==> src/rtl/multi_chan_timer.sv <==
// Multi-channel down-counting timer: per-channel load, one-shot/auto-reload,
// pause, terminal-count decode and sticky expiry interrupt with software clear.
module multi_chan_timer #(
  parameter int unsigned WIDTH    = 10,
  parameter int unsigned CHANNELS = 4
) (
  input  logic                        clk,
  input  logic                        areset_n,
  input  logic [CHANNELS-1:0]         load,
  input  logic [CHANNELS*WIDTH-1:0]   data,
  input  logic [CHANNELS-1:0]         auto_reload,
  input  logic [CHANNELS-1:0]         en,
  input  logic [CHANNELS-1:0]         irq_clr,
  output logic [CHANNELS*WIDTH-1:0]   count,
  output logic [CHANNELS-1:0]         tc,
  output logic [CHANNELS-1:0]         irq
);

  for (genvar g = 0; g < int'(CHANNELS); g++) begin : g_ch
    logic [WIDTH-1:0] r_cnt;
    logic [WIDTH-1:0] r_rld;
    logic             r_mode;
    logic             r_irq;
    logic [WIDTH-1:0] w_data;
    logic [WIDTH-1:0] w_cnt_nxt;
    logic             w_zero;
    logic             w_expire;

    assign w_data   = data[g*WIDTH +: WIDTH];
    assign w_zero   = (r_cnt == '0);
    // Only a real 1->0 step counts as expiry; loading or holding zero does not.
    assign w_expire = ~load[g] & en[g] & (r_cnt == WIDTH'(1));

    // Next count: load > reload > decrement > hold.
    always_comb begin
      w_cnt_nxt = r_cnt;
      if (load[g]) begin
        w_cnt_nxt = w_data;
      end else if (en[g]) begin
        if (!w_zero) begin
          w_cnt_nxt = r_cnt - WIDTH'(1);
        end else if (r_mode) begin
          w_cnt_nxt = r_rld;
        end
      end
    end

    always_ff @(posedge clk or negedge areset_n) begin
      if (!areset_n) begin
        r_cnt  <= '0;
        r_rld  <= '0;
        r_mode <= 1'b0;
        r_irq  <= 1'b0;
      end else begin
        r_cnt <= w_cnt_nxt;
        if (load[g]) begin
          r_rld  <= w_data;
          r_mode <= auto_reload[g];
        end
        // A coincident expiry beats the clear so no event is lost.
        if (w_expire) begin
          r_irq <= 1'b1;
        end else if (irq_clr[g]) begin
          r_irq <= 1'b0;
        end
      end
    end

    assign count[g*WIDTH +: WIDTH] = r_cnt;
    assign tc[g]                   = w_zero;
    assign irq[g]                  = r_irq;
  end

endmodule

==> config.mk <==
export PLATFORM = sky130hd
export DESIGN_NAME = multi_chan_timer
export DESIGN_NICKNAME = d
export VERILOG_FILES = /design/src/rtl/multi_chan_timer.sv
export SDC_FILE = /design/constraint.sdc
export NUM_CORES = 1
export LEC_CHECK = 0
export CORE_MARGIN = 1
export CORE_UTILIZATION = 30
export DETAILED_ROUTE_END_ITERATION = 12
export SKIP_LAST_GASP = 1
export SYNTH_ARGS = -nofsm -noshare
export SYNTH_HDL_FRONTEND = slang
export SYNTH_SLANG_ARGS = --single-unit
==> constraint.sdc <==
create_clock -name clk -period 6.5 [get_ports clk]
set_input_delay 0.65 -clock clk [delete_from_list [all_inputs] [get_ports clk]]
set_output_delay 0.65 -clock clk [all_outputs]
set_load 0.02 [all_outputs]
---- Yosys cells after proc, flatten, opt, wreduce, memory -nomap -nowiden ----
Index checks and enable logic that the tools add are counted.
word-level totals
  bits in registers ....................... 88
  input bits .............................. 58
  output and inout port bits .............. 48
operators by class
  add/sub/neg operators ................... 4
  equality and inequality tests ........... 8
  multiplexer cells ....................... 24
  bitwise logic cells ..................... 12
  reductions and logical operators ........ 16
operator list
  kind                                                  number
  two-way mux 10 bit                                    16
  equality test 10 x 1 -> 1 bit, second input constant  4
  zero test 10 bit                                      4
  subtractor 10 x 1 -> 10 bit, second input constant    4
  nonzero test 2 bit                                    8
  inequality test 3 bit, second input constant          4
  bitwise AND 1 bit                                     8
  two-way mux 1 bit                                     8
  AND reduction 2 bit                                   4
  inverter 1 bit                                        4

---- Logic depth before layout (Yosys ltp) ----
  depth in word-level cells ............... 4
  depth in mapped cells ................... 9

---- Worst setup path after synthesis ----
Ideal clock, no wire load.
  path kind ............................... flip-flop to output port
  start ................................... register g_ch[1].r_cnt[0]
  end ..................................... output port tc[1]
  arrival time ............................ 2.021 ns
  required time ........................... 5.850 ns
  setup slack ............................. 3.829 ns
  stages on the path, launching flop included .. 7
  cells stage by stage .................... dfrtp_1 > inv_1 > ha_1 > or3b_2 > buf_2 > nor4b_4 > buf_4
between the ends
  cells in the longest elaborated chain, start to end .. 1
ends and longest elaborated chain
  what                    line  source
  from (decl)             20    logic [WIDTH-1:0] r_cnt;
  from (signal assigned)  55    r_cnt <= w_cnt_nxt;
  zero test 10 bit        30    assign w_zero = (r_cnt == '0);
  to (decl)               15    output logic [CHANNELS-1:0] tc,
No other way between the ends.

---- Worst setup path in the final report ----
  start ................................... register g_ch[2].r_cnt[0]
  end ..................................... output port tc[2]
between the ends
  cells in the longest elaborated chain, start to end .. 1
ends and longest elaborated chain
  what                    line
  from (decl)             20
  from (signal assigned)  55
  zero test 10 bit        30
No other way between the ends.

==> out/metrics.cfg <==
[status]
status = completed

[synthesis]
synth.avg_cell_area_um2 = 9.01
synth_top_area_cell = dfrtp_1
synth_edf_count = 0
synth_ff_type = dfrtp_1
synthDistinctLibCells = 69
synth_top_area_share_pct = 44.2
syn_area_mm2 = 0.00498
yosys_warnings = 0
syn_nets = 619
synth_cells = 553
synthTopCellsByArea = dfrtp_1 (44%), o21ai_0 (6.2%), mux2_2 (4.1%), nand2_1 (3.8%), inv_1 (3.4%)
seq_area_frac_synth_pct = 44.2
ys_ff_latch = 88
ys_async_sr_fraction_pct = 100

[critical_path]
crit_path_start = g_ch[2].r_cnt[0]
reg2reg_from = g_ch[0].r_cnt[0]
cp-end-kind = primary output
crit_type = reg -> out
worst-path-stages = 5
endpoint = tc[2]
cp_data_arrival_time_ns = 3.07
r2r_end = g_ch[0].r_cnt[8]
start_kind = flop
max_stage_delay_ns = 0.74
worst_r2r_path_depth = 7
cpLargestDelayFamily = simple AND/OR/NAND/NOR gates
crit_fanout = 12
crit_required_ns = 5.85
crit_slowest_cell = clkdlybuf4s50_1
crit_buf_inv = 2
path_cells = inv_1 > ha_1 > or4b_1 > nor4_4 > clkdlybuf4s50_1
ff2ff_setup_slack_ns = 3.60

[power_and_ir_drop]
p_seq_share_pct = 44.2
p_per_area_mw_per_mm2 = 243
switchingPower_w = 0.000484
irDropWorstVdd_mv = 0.112
p_leak_nw = 2.63
p_int_w = 0.00107
swShare_pct = 31.1
clkPwrFrac_pct = 32.2
pwr-share-comb_pct = 23.5

[sta]
drv_slew = 0
hold_viol = 0
period_share_pct = 57.3
rsz0062_at_grt = no
setup_violations = 0
fin_crit_ns = 3.72
fmax_mhz = 269
slew_headroom_pct = 21.3
skew_ns = 0.00390
finalSetupTns_ns = 0
worst_pin_slew_ns = 1.18

[die]
die-area_mm2 = 0.0171
rows = 46
dieWidth_um = 131
initial_utilization_pct = 31.0
fp.coreArea_mm2 = 0.0161
fp.dieH_um = 131
io_pins = 106

[finish]
nets = 700
layout-drive-gt1-share_pct = 8.14
antenna_cells = 0
nFillCells = 1557
syn_to_final_growth_pct = 28.9
fin_util_pct = 40.0

[clock_network]
cts_sinks = 88
cts_resized = 0
cts_setup_buffers = 0
path_clk_slew_ns = 0.06
insertion_delay_ns = 0.34
cts_tree = yes
h-tree-depth = 3
hold_buffers = 0
cts.path.max_buffers = 2
cts_root_buf = clkbuf_16
cts_made_buffers = 9

[global_route]
grt_pass1_wl_um = 21400
antenna_found_initial = 0
grt_overflow = 0
grt_usage_pct = 15.8
first_global_vias = 4394
grt_max_degree = 46

[run]
cap_violations = 0

[drt]
drc = 0
dr.pass1.iters = 5
drt_iter0_markers = 354
drt_wl_total_um = 13100
ant_nets = 0
via_per_inst = 5.18
wl_per_cell_um = 15.3
num_vias = 4432

[placed_design]
portBuffers = 105
gp_congestion = 0.900
dp_hpwl_um = 9290

[min_path]
hold_class = in -> async

[worst min path at each step]
stage                  endpoint  slack, ns  cells after the start
3_5_place_dp   g_ch[1].r_rld[1]       0.50                      1
2_1_floorplan  g_ch[0].r_cnt[0]       0.35                      0
3_3_place_gp   g_ch[1].r_rld[7]       0.49                      1
5_1_grt        g_ch[2].r_cnt[8]       0.36                      1
6_report       g_ch[2].r_cnt[8]       0.32                      1
4_1_cts        g_ch[2].r_cnt[6]       0.34                      1
[layout make-up]
class                      instances  area, µm²  share of cell area [%]
sequential                        88       2200                    34.3
inverter                          47        178                    2.76
clock inverter                     3       15.0                   0.234
timing repair buffer             111       1090                    17.0
multi-input combinational        377       2400                    37.3
tap                              216        270                    4.21
clock buffer                      13        270                    4.21
[sequential cells by signal, indices dropped and copies added, names as in the netlist]
signal,flops
g_ch.r_rld,40
g_ch.r_irq,4
g_ch.r_mode,4
g_ch.r_cnt,40
[cell usage in the layout (no fill, tap or decap), drive strengths merged, types with 10 or more instances in the layout]
master           n
mux2            18
a22o            10
inv             45
dfrtp           88
o21ai           65
nor4            12
nor2            41
clkdlybuf4s50  104
clkbuf          13
a21oi           25
nand2           50
nor3            18
[per-stage QoR]
| step | total power, W | setup WS [ns] | instances | instance area (µm²) | hold WS [ns] |
|---|---|---|---|---|---|
| after floorplan | 0.000891 | 3.83 | 553 | 4980 | 0.354 |
| after global placement | 0.00106 | 3.22 | 839 | 6140 | 0.494 |
| after detailed placement | 0.00106 | 3.15 | 839 | 6140 | 0.497 |
| after CTS | 0.00158 | 2.74 | 855 | 6430 | 0.341 |
| after global routing | 0.00164 | 2.58 | 855 | 6430 | 0.358 |
| final | 0.00156 | 2.78 | 855 | 6430 | 0.320 |
[worst reg2reg max path, stage by stage (launching register included)]
cell	delay, ns
dfrtp_1	0.45
inv_1	0.10
ha_1	0.28
or3b_1	0.35
nor3_1	0.08
a21oi_1	0.94
o21ai_0	0.23
a221o_1	0.35
[power groups by stage]
stage          Clock [W]  Combinational (W)  Sequential [W]
2_1_floorplan          0           0.000179        0.000712
3_3_place_gp           0           0.000364        0.000695
3_5_place_dp           0           0.000367        0.000698
4_1_cts         0.000518           0.000369        0.000689
5_1_grt         0.000539           0.000403        0.000700
6_report        0.000502           0.000367        0.000690
[synth_stat cells (4+ instances only)]
master    count
o21ai_0      62
nor4_1       10
mux2_2       18
a211oi_1      4
nand4_1       4
ha_1          8
a21oi_1      25
nand3_1       5
nand2_1      50
nand2b_1      8
buf_2         4
buf_4         9
o41ai_1       8
or3_1         7
a22o_1       10
clkbuf_1     26
nor2_1       41
nor3_1       18
dfrtp_1      88
o22ai_1       4
a21o_1        8
o311ai_0      4
nor2b_1       4
a31oi_1       4
inv_1        45
mux2i_1       6
or4_1         6
o31ai_1       8
[cell families (layout without fill, tap and decap cells)]
logic type / Yosys count / in the layout / share of synthesized area (%)
fa+ha+maj: 8 / 8 / 2.01
mux: 24 / 24 / 5.27
flops: 88 / 88 / 44.2
buf+inv: 88 / 174 / 7.73
simple gates: 174 / 174 / 18.3
compound gates: 168 / 168 / 21.9
xor+xnor: 3 / 3 / 0.527
[routing by layer]
metal | vias up | share of wire (%) | routed length [µm] | global-route usage, %
met2 | 132 | 48 | 6260 | 25.9
met5 | - | 0 | 0 | 0
met1 | 2137 | 46 | 6030 | 20.5
met4 | 0 | 1.3 | 173 | 6.22
met3 | 16 | 4.9 | 641 | 3.14
li1 | 2147 | - | - | -
Note: power is estimated with default switching activity, not from simulation.
